## src/rtl/uart_pkg.sv

```systemverilog
// Shared types and elaboration-time helpers for the buffered UART transmitter.
package uart_pkg;

    typedef enum logic [1:0] {
        ST_IDLE,
        ST_START,
        ST_DATA,
        ST_STOP
    } tx_state_e;

    // Returns the clock divider, or 0 when the ratio is unusable.
    function automatic int calc_div(input int clock_hz, input int baud);
        if (baud <= 0) return 0;
        if ((clock_hz % baud) != 0) return 0;
        if ((clock_hz / baud) < 2) return 0;
        return clock_hz / baud;
    endfunction

    function automatic int level_width(input int depth);
        return $clog2(depth) + 1;
    endfunction

endpackage

```

## src/rtl/sync_fifo.sv

```systemverilog
// Single-clock FIFO with registered level/full/empty and a fall-through read port.
module sync_fifo #(
    parameter int DEPTH = 16,
    parameter int WIDTH = 8
) (
    input  logic                   clk,
    input  logic                   rst,
    input  logic                   wr,
    input  logic                   rd,
    input  logic [WIDTH-1:0]       din,
    output logic [WIDTH-1:0]       dout,
    output logic [$clog2(DEPTH):0] level,
    output logic                   full,
    output logic                   empty
);

    localparam int PTR_W = $clog2(DEPTH);
    localparam int LVL_W = PTR_W + 1;

    logic [WIDTH-1:0] mem_q [DEPTH];
    logic [PTR_W-1:0] wr_ptr_q, wr_ptr_d;
    logic [PTR_W-1:0] rd_ptr_q, rd_ptr_d;
    logic [LVL_W-1:0] level_q, level_d;
    logic             full_q, full_d;
    logic             empty_q, empty_d;
    logic             do_wr, do_rd;

    // NOTE: combinational logic uses blocking '='; flops use '<=' so every flop samples pre-edge values.
    always_comb begin
        do_wr    = wr && !full_q;
        do_rd    = rd && !empty_q;
        wr_ptr_d = wr_ptr_q + PTR_W'(do_wr);
        rd_ptr_d = rd_ptr_q + PTR_W'(do_rd);
        level_d  = level_q + LVL_W'(do_wr) - LVL_W'(do_rd);
        full_d   = (level_d == LVL_W'(DEPTH));
        empty_d  = (level_d == '0);
    end

    always_ff @(posedge clk or negedge rst) begin
        if (!rst) begin
            wr_ptr_q <= '0;
            rd_ptr_q <= '0;
            level_q  <= '0;
            full_q   <= 1'b0;
            empty_q  <= 1'b1;
        end else begin
            wr_ptr_q <= wr_ptr_d;
            rd_ptr_q <= rd_ptr_d;
            level_q  <= level_d;
            full_q   <= full_d;
            empty_q  <= empty_d;
        end
    end

    // NOTE: the storage array has no reset; the pointers alone decide which entries are valid.
    always_ff @(posedge clk) begin
        if (do_wr) mem_q[wr_ptr_q] <= din;
    end

    assign dout  = mem_q[rd_ptr_q];
    assign level = level_q;
    assign full  = full_q;
    assign empty = empty_q;

endmodule

```

## src/rtl/uart_tx_fifo.sv

```systemverilog
// Buffered UART transmitter: byte FIFO feeding a serialiser with optional CTS flow control.
module uart_tx_fifo
    import uart_pkg::*;
#(
    parameter int CLOCKFRQ  = 48_000_000,
    parameter int BAUDRATE  = 12_000_000,
    parameter int DEPTH     = 16,
    parameter int DATA_BITS = 8,
    parameter int STOP_BITS = 1
) (
    input  logic                          clk,
    input  logic                          rst,
    input  logic                          wr,
    input  logic [7:0]                    wdata,
    output logic                          full,
    output logic [level_width(DEPTH)-1:0] level,
    input  logic                          flow_en,
    input  logic                          cts_n,
    output logic                          ovf,
    input  logic                          clr_ovf,
    output logic                          tx,
    output logic                          busy
);

    localparam int DIV   = calc_div(CLOCKFRQ, BAUDRATE);
    localparam int CNT_W = (DIV > 2) ? $clog2(DIV) : 1;

    if (DIV == 0) begin : g_bad_div
        $error("uart_tx_fifo: CLOCKFRQ/BAUDRATE must be an integer >= 2");
    end
    if (DEPTH < 2 || (DEPTH & (DEPTH - 1)) != 0) begin : g_bad_depth
        $error("uart_tx_fifo: DEPTH must be a power of two >= 2");
    end
    if (DATA_BITS < 5 || DATA_BITS > 8) begin : g_bad_data
        $error("uart_tx_fifo: DATA_BITS must be 5..8");
    end
    if (STOP_BITS < 1 || STOP_BITS > 2) begin : g_bad_stop
        $error("uart_tx_fifo: STOP_BITS must be 1 or 2");
    end

    tx_state_e              state_q, state_d;
    logic [CNT_W-1:0]       cnt_q, cnt_d;
    logic [2:0]             bit_q, bit_d;
    logic [DATA_BITS-1:0]   shift_q, shift_d;
    logic                   tx_q, tx_d;
    logic                   busy_q, busy_d;
    logic                   ovf_q, ovf_d;
    logic                   cts_meta_q, cts_meta_d;
    logic                   cts_sync_q, cts_sync_d;

    logic                   pop, start_ok, last_cnt;
    logic                   fifo_full, fifo_empty;
    logic [DATA_BITS-1:0]   fifo_dout;
    logic                   unused_wdata;

    assign unused_wdata = ^wdata;

    sync_fifo #(
        .DEPTH (DEPTH),
        .WIDTH (DATA_BITS)
    ) u_fifo (
        .clk   (clk),
        .rst   (rst),
        .wr    (wr),
        .rd    (pop),
        .din   (wdata[DATA_BITS-1:0]),
        .dout  (fifo_dout),
        .level (level),
        .full  (fifo_full),
        .empty (fifo_empty)
    );

    always_comb begin
        cts_meta_d = cts_n;
        cts_sync_d = cts_meta_q;
        // Set wins over clear so an overflow coinciding with clr_ovf is never lost.
        ovf_d      = (wr && fifo_full) ? 1'b1 : (clr_ovf ? 1'b0 : ovf_q);
        start_ok   = !fifo_empty && (!flow_en || !cts_sync_q);
    end

    // NOTE: every signal assigned here gets a default first, so no latch can be inferred.
    always_comb begin
        state_d  = state_q;
        cnt_d    = cnt_q;
        bit_d    = bit_q;
        shift_d  = shift_q;
        tx_d     = tx_q;
        busy_d   = busy_q;
        pop      = 1'b0;
        last_cnt = (cnt_q == CNT_W'(DIV - 1));

        case (state_q)
            ST_IDLE: begin
                tx_d   = 1'b1;
                busy_d = 1'b0;
                cnt_d  = '0;
            end
            ST_START: begin
                if (last_cnt) begin
                    cnt_d   = '0;
                    bit_d   = '0;
                    state_d = ST_DATA;
                    tx_d    = shift_q[0];
                    shift_d = shift_q >> 1;
                end else begin
                    cnt_d = cnt_q + CNT_W'(1);
                end
            end
            ST_DATA: begin
                if (last_cnt) begin
                    cnt_d = '0;
                    if (bit_q == 3'(DATA_BITS - 1)) begin
                        bit_d   = '0;
                        state_d = ST_STOP;
                        tx_d    = 1'b1;
                    end else begin
                        bit_d   = bit_q + 3'd1;
                        tx_d    = shift_q[0];
                        shift_d = shift_q >> 1;
                    end
                end else begin
                    cnt_d = cnt_q + CNT_W'(1);
                end
            end
            ST_STOP: begin
                if (last_cnt) begin
                    cnt_d = '0;
                    if (bit_q == 3'(STOP_BITS - 1)) begin
                        state_d = ST_IDLE;
                        busy_d  = 1'b0;
                    end else begin
                        bit_d = bit_q + 3'd1;
                    end
                end else begin
                    cnt_d = cnt_q + CNT_W'(1);
                end
            end
            default: state_d = ST_IDLE;
        endcase

        // Frame launch from IDLE, or back-to-back at the final stop cycle.
        if (start_ok && (state_q == ST_IDLE || (state_q == ST_STOP && state_d == ST_IDLE))) begin
            pop     = 1'b1;
            shift_d = fifo_dout;
            state_d = ST_START;
            tx_d    = 1'b0;
            busy_d  = 1'b1;
            cnt_d   = '0;
            bit_d   = '0;
        end
    end

    always_ff @(posedge clk or negedge rst) begin
        if (!rst) begin
            state_q    <= ST_IDLE;
            cnt_q      <= '0;
            bit_q      <= '0;
            shift_q    <= '0;
            tx_q       <= 1'b1;
            busy_q     <= 1'b0;
            ovf_q      <= 1'b0;
            cts_meta_q <= 1'b1;
            cts_sync_q <= 1'b1;
        end else begin
            state_q    <= state_d;
            cnt_q      <= cnt_d;
            bit_q      <= bit_d;
            shift_q    <= shift_d;
            tx_q       <= tx_d;
            busy_q     <= busy_d;
            ovf_q      <= ovf_d;
            cts_meta_q <= cts_meta_d;
            cts_sync_q <= cts_sync_d;
        end
    end

    assign full = fifo_full;
    assign ovf  = ovf_q;
    assign tx   = tx_q;
    assign busy = busy_q;

endmodule

```

## config.mk

```make
export PLATFORM = sky130hd
export DESIGN_NAME = uart_tx_fifo
export DESIGN_NICKNAME = d
export VERILOG_FILES = /design/src/rtl/uart_pkg.sv /design/src/rtl/sync_fifo.sv /design/src/rtl/uart_tx_fifo.sv
export SDC_FILE = /design/constraint.sdc
export NUM_CORES = 1
export LEC_CHECK = 0
export ABC_AREA = 0
export BUFFER_PORTS_ARGS = -buffer_cell sky130_fd_sc_hd__buf_4
export CORE_ASPECT_RATIO = 0.8
export CORE_MARGIN = 1
export CORE_UTILIZATION = 55
export CTS_CLUSTER_SIZE = 25
export DETAILED_ROUTE_END_ITERATION = 6
export GPL_ROUTABILITY_DRIVEN = 0
export HOLD_SLACK_MARGIN = 0.03
export PLACE_DENSITY = 0.75
export SYNTH_ARGS = -nofsm -noshare
export SYNTH_HDL_FRONTEND = slang
export SYNTH_SLANG_ARGS = --single-unit
```

## constraint.sdc

```tcl
create_clock -name clk -period 3.7 [get_ports clk]
set_input_delay 0.555 -clock clk [delete_from_list [all_inputs] [get_ports clk]]
set_output_delay 0.555 -clock clk [all_outputs]
set_load 0.01 [all_outputs]
```

# After elaboration in Yosys (flattened, before gate mapping)
# Memory sizes are Yosys's and may differ from the RTL's.
# Cells that the tools add are included.
# op_classes
mux,36
n_reduce_logical,26
eq_ne,12
n_addsub,6
# op_table
op,n
two-way mux 8 bit,4
two-way mux 3 bit,6
two-way mux 2 bit,8
one-hot mux 8 bit (2 select lines),1
two-way mux 1 bit,12
inequality test 3 x 2 -> 1 bit (second input constant),3
inequality test 3 bit (second input constant),3
one-hot mux 3 bit (3 select lines),1
adder 4 x 1 -> 4 bit,2
nonzero test 4 bit,2
== test 2 bit (second input constant),3
logical AND 1 bit,6
one-hot mux 2 bit (3 select lines),1
AND reduction 3 bit,2
nonzero test 3 bit,2
adder 5 x 1 -> 5 bit,1
== test 5 bit (second input constant),1
logical NOT 5 bit,1
AND reduction 5 bit,1
subtractor 5 x 1 -> 5 bit,1
logical NOT 1 bit,4
logical NOT 2 bit,2
one-hot mux 2 bit (2 select lines),1
AND reduction 4 bit,1
other kinds (10),11
# totals
n_memories,1
ramBits,128
ff_bits,35
elab_cells,95
inputBits,14
output_inout_bits,9
# mem_list
name,words,word_bits,read_ports,rd_clocked_by_memory_dff,write_ports,line,text
u_fifo.mem_q,16,8,1,0,1,sync_fifo.sv:20,logic [WIDTH-1:0] mem_q [DEPTH];

# Logic depth before layout (Yosys ltp)
# depth
depth_word,12
mapped_depth,16
mapped_depth_nobuf,14

# Cells and area by module
# From an unflattened synthesis, not the netlist that was laid out.
# unflattened
hier_cells,383
hier_area_um2,6856.6
# by_module_without_submodules
module,n_inst,area_per_inst_um2,seq_area_each_um2,cells_per_inst
sync_fifo,1,5646.7,4220.3,276
uart_tx_fifo,1,1209.9,504.2,107

# Worst setup path before layout
# No wires, ideal clock.
# synth_timing
path_type,flip-flop to flip-flop
start,register state_q[0]
end,register u_fifo.full_q (netlist: u_fifo.full)
t_required_ns,3.627
t_arrival_ns,3.431
setup_time_ns,0.073
slack_ns,0.196
path_stages_with_launch,15
n_path_buf,1
synth_period_minus_slack_ns,3.504
cell_sequence,dfrtp_1 > inv_1 > ha_1 > and2b_1 > a211oi_2 > a311oi_4 > nor2_4 > buf_6 > ha_1 > inv_1 > ha_1 > fa_1 > xor2_1 > or4_1 > nor2b_1
# synth_between
elab_chain_cells,11
word_cells_on_any_way,18
classes_between,add/sub (1); eq/ne (4); mux (7); reduce/logical (6)
# synth_rtl
element,line,text
from (decl),uart_tx_fifo.sv:41,"tx_state_e state_q, state_d;"
from (signal assigned),uart_tx_fifo.sv:165,state_q <= state_d;
"two-way mux 2 bit, on equally long branches","uart_tx_fifo.sv:128, uart_tx_fifo.sv:112",
"two-way mux 2 bit, on equally long branches","uart_tx_fifo.sv:126, uart_tx_fifo.sv:110",
one-hot mux 2 bit (3 select lines),uart_tx_fifo.sv:92,case (state_q)
logical NOT 2 bit,uart_tx_fifo.sv:142,if (start_ok && (state_q == ST_IDLE || (state_q == ST_STOP && state_d == ST_IDLE))) begin
logical AND 1 bit,uart_tx_fifo.sv:142,
logical OR 1 bit (*),uart_tx_fifo.sv:142,
logical AND 1 bit (*),uart_tx_fifo.sv:142,
two-way mux 1 bit (*),uart_tx_fifo.sv:142,
logical AND 1 bit (*),sync_fifo.sv:31,do_rd = rd && !empty_q;
subtractor 5 x 1 -> 5 bit (*),sync_fifo.sv:34,level_d = level_q + LVL_W'(do_wr) - LVL_W'(do_rd);
net u_fifo.level_d[2],sync_fifo.sv:23,"logic [LVL_W-1:0] level_q, level_d;"
== test 5 bit (*),sync_fifo.sv:35,full_d = (level_d == LVL_W'(DEPTH));
net u_fifo.full_d,sync_fifo.sv:24,"logic full_q, full_d;"
to (signal assigned),sync_fifo.sv:50,full_q <= full_d;
to (decl),sync_fifo.sv:24,
# Mark *: on every way through the listed nets, which the timed path passes. The rest lies on a longest branch.
# A chain may end at the register's enable or synchronous reset.

# Final worst setup path
# layout_timing
start,register state_q[0]
end,register u_fifo.empty_q (netlist: u_fifo.empty)
# layout_between
elab_chain_cells,11
word_cells_on_any_way,18
classes_between,add/sub (1); eq/ne (3); mux (7); reduce/logical (7)
# layout_rtl
element,line,text
"two-way mux 2 bit, on equally long branches","uart_tx_fifo.sv:128, uart_tx_fifo.sv:112",
"two-way mux 2 bit, on equally long branches","uart_tx_fifo.sv:126, uart_tx_fifo.sv:110",
one-hot mux 2 bit (3 select lines),uart_tx_fifo.sv:92,
logical NOT 2 bit,uart_tx_fifo.sv:142,
logical AND 1 bit,uart_tx_fifo.sv:142,
logical OR 1 bit (*),uart_tx_fifo.sv:142,
logical AND 1 bit (*),uart_tx_fifo.sv:142,
two-way mux 1 bit (*),uart_tx_fifo.sv:142,
logical AND 1 bit (*),sync_fifo.sv:31,
subtractor 5 x 1 -> 5 bit (*),sync_fifo.sv:34,
net u_fifo.level_d[2],sync_fifo.sv:23,
logical NOT 5 bit (*),sync_fifo.sv:36,empty_d = (level_d == '0);
net u_fifo.empty_d,sync_fifo.sv:25,"logic empty_q, empty_d;"
to (signal assigned),sync_fifo.sv:51,empty_q <= empty_d;
to (decl),sync_fifo.sv:25,
# Marked as above.

==> results.md <==
* Worst EP arrival at 3.80 ns
* Max Slew Vio Count at 0
* Net Count, Synth at 410
* CTS Hold Bufs at 0
* N_diodes at 0
* Number of cells after detailed placement at 541
* Final period util at around 93%
* Die area at 0.0129 mm2
* Die height at 102 um
* Placed wire-length estimate at 8170 um
* Worst skew pair latency at 0.43 ns
* Final antenna-violating net count at 0
* Final hold vios at 0
* Synth Area in Simple Gates at 4.51%
* Reg2reg start: state_q[0]
* Layout fillers at 764
* RSZ-0062 raised after global routing: no
* Drt initial violations at about 260
* Reg2reg setup slack at 0.25 ns
* Vias post-DR at 3529
* Tmin final at 3.45 ns
* PortBufs at 22
* Clock share of power at 26.9%
* Initial Util at between 50% and 60%
* TritonCTS clock tree: built
* Status: complete, no violations
* Core Util, Final at 65.7%
* Worst-path fanout max at 8
* Synth Area in Compound Gates at 7.88%
* Die width at 127 um
* Initial antenna violation count at 0
* Final setup TNS at 0 ns
* Lkg Pwr at 2.74 nW
* Synth area leader: edfxtp_1
* Internal power at ~4.2 mW
* Worst-Margin Slew at around 0.95 ns
* Worst setup EP type: flop
* H-tree depth at 4
* Cell area power density at 810 mW/mm2
* Fmax achieved at 290 MHz
* R2R depth at 13
* Sw Share at 32.5%
* Net Sw Power at 2.04 mW
* Seq/Total Area, Yosys at 69.2%
* Logic pwr share at 33.6%
* Post-synthesis cell count at 377
* Reg-to-reg endpoint: u_fifo.empty
* Max-cap viol count at 0
* Routed wire length at 12900 um
* Top_reg_cell synth: edfxtp_1
* Via density per instance at 6.16
* Worst setup startpoint: state_q[0]
* DR pass1 iterations at 4
* Setup WS post-layout at between 0.2 and 0.3 ns
* Post-CTS setup buffers at 0
* Nets@finish at 445
* Synth-to-Final Area Change at 13.4%
* Worst rel slew slack at 36.2%
* Storage cell area at 0.00473 mm2
* Top cell type's share of synthesized area at 56.3%
* Multi-input combinational cell area at 0.00197 mm2
* Syn Std Cell Area at around 0.0068 mm2
* Pre-CTS WS at 0.322 ns
* Finished Layout Cells at 573
* Mean Syn Cell Area at 18.1 um2
* Post-synth EDFFs at 128
* Clk_skew at 0.00791 ns
* Post-route total power at between 6 and 7 mW
* Total gr overflow at 0
* Async SR Flop Fraction at 21.5%
* Commonest cells after routing, fill and taps aside: edfxtp_1 (128), mux4_2 (32), buf_4 (31), dfrtp_1 (30), ha_1 (18)
* Share of layout cells above drive strength 1 at 26.8%
* Rows at 35
* DR WL/cell at 22.5 um
* Reg power frac at 39.5%
* CP Data Required Time at ~4.1 ns
* Synth Area in Adders at 3.59%
* Main area contributors after synthesis: edfxtp_1 (56%), dfrtp_1 (11%), mux4_2 (11%)
* Post-Synth XOR/XNOR Area at 1.03%
* #FFs+latches synth at 163
* Crit path launch type: flop
* VDD IR max at 0.530 mV
* Commonest non-fill, non-tap cell in the layout: edfxtp_1
* Hold WC Path Type: in -> async
* First-pass GRT wire length at 20000 um
* Gr usage total at between 20% and 30%
* Post-cts repair resize count at 0
* Synth cell types at 56
* Vias in the first global route at 3516
* Critical Path End: u_fifo.empty
* CTS Buf Count at 17
* Root buffer cell: clkbuf_16
* Largest family of logic cells by synthesized area: multiplexers
* Number of primary I/O pins at 23
* Ys Warns at 0
* Proportion of synthesized area in mux cells at 11.9%
* Clock sinks at roughly 160
* Clock input transition at the sequential cells of the worst setup and hold paths at 0.06 ns
* Worst setup path class: reg -> reg
* Clock Path Buffers at 2
* DRC Markers at 0
* Largest net degree at the start of global routing at 36
* Final setup viols at 0
* Core Region at 0.0118 mm2
sequential cells by signal (all words and copies together), names as in the netlist, 2 cells and up:
register         count
u_fifo.rd_ptr_q      4
shift_q              8
bit_q                3
u_fifo.wr_ptr_q      4
u_fifo.mem_q       128
cnt_q                2
u_fifo.level         5
state_q              2
worst min-delay path by stage:
| stage | start | end | slack, ns | depth (start not counted) |
|---|---|---|---|---|
| 2_1_floorplan | rst | bit_q[0] | 0.26 | 0 |
| 3_3_place_gp | cts_meta_q | cts_sync_q | 0.35 | 0 |
| 3_5_place_dp | cts_meta_q | cts_sync_q | 0.35 | 0 |
| 4_1_cts | rst | state_q[0] | 0.10 | 1 |
| 5_1_grt | rst | cnt_q[1] | 0.11 | 1 |
| 6_report | rst | bit_q[1] | 0.09 | 1 |
power by group through the flow:
stage / Sequential (mW) / Combinational, mW / Clock, mW
2_1_floorplan: 2.47 / 1.59 / 0
3_3_place_gp: 2.49 / 2.05 / 0
3_5_place_dp: 2.50 / 2.10 / 0
4_1_cts: 2.47 / 2.13 / 1.70
5_1_grt: 2.50 / 2.29 / 1.77
6_report: 2.47 / 2.11 / 1.68
routing by layer:
metal / wire, um / global-route usage [%]
met5: 0 / 0
met4: 155 / 8.06
met3: 860 / 6.23
met2: 6100 / 34.5
met1: 5780 / 30.8
through the flow:
step           hold WS (ns)  cell area [um2]
6_report             0.0871             7740
5_1_grt               0.113             7740
4_1_cts               0.101             7740
3_5_place_dp          0.349             7170
3_3_place_gp          0.347             7170
2_1_floorplan         0.259             6820
synthesized netlist by cell type, types with 3 or more instances:
| cell | number |
|---|---|
| a21o_1 | 3 |
| a21oi_1 | 6 |
| a22oi_1 | 14 |
| a31oi_4 | 6 |
| and2_1 | 3 |
| buf_1 | 3 |
| buf_2 | 5 |
| clkbuf_1 | 5 |
| dfrtp_1 | 31 |
| dfstp_2 | 4 |
| edfxtp_1 | 128 |
| ha_1 | 18 |
| inv_1 | 13 |
| mux2i_1 | 8 |
| mux4_2 | 32 |
| nand2_1 | 6 |
| nand2b_1 | 3 |
| nand3_1 | 3 |
| nor2_1 | 17 |
| nor2b_1 | 7 |
| nor3_1 | 4 |
| o21a_1 | 7 |
| o21ai_0 | 5 |
| xnor2_1 | 5 |
| xor2_1 | 3 |
kinds of logic after synthesis:
family,after synthesis
AOI/OAI and AO/OA,60
xor gates and xnor gates,8
adders and majority gates,19
buffers and inverters,29
DFF,163
muxes,41
and+or+nand+nor,57
critical path: stages (launching register included):
cell	delay (ns)
dfrtp_1	0.47
inv_1	0.12
ha_1	0.30
and3b_1	0.24
o21ai_1	0.11
a311oi_4	0.34
nor2_4	0.07
ha_1	0.28
inv_1	0.04
ha_1	0.22
fa_1	0.40
xor2_1	0.16
or4_1	0.49
nor2_1	0.13
area by class of cell:
type	count	share of cell area, %
flip-flops and latches	163	61.1
multi-input cells	185	25.5
clock buffers	18	5.55
repair buffers	31	3.01
well taps	148	2.39
clock inverters	14	1.81
inverters	14	0.679
Note: power is estimated with default switching activity, not from simulation.
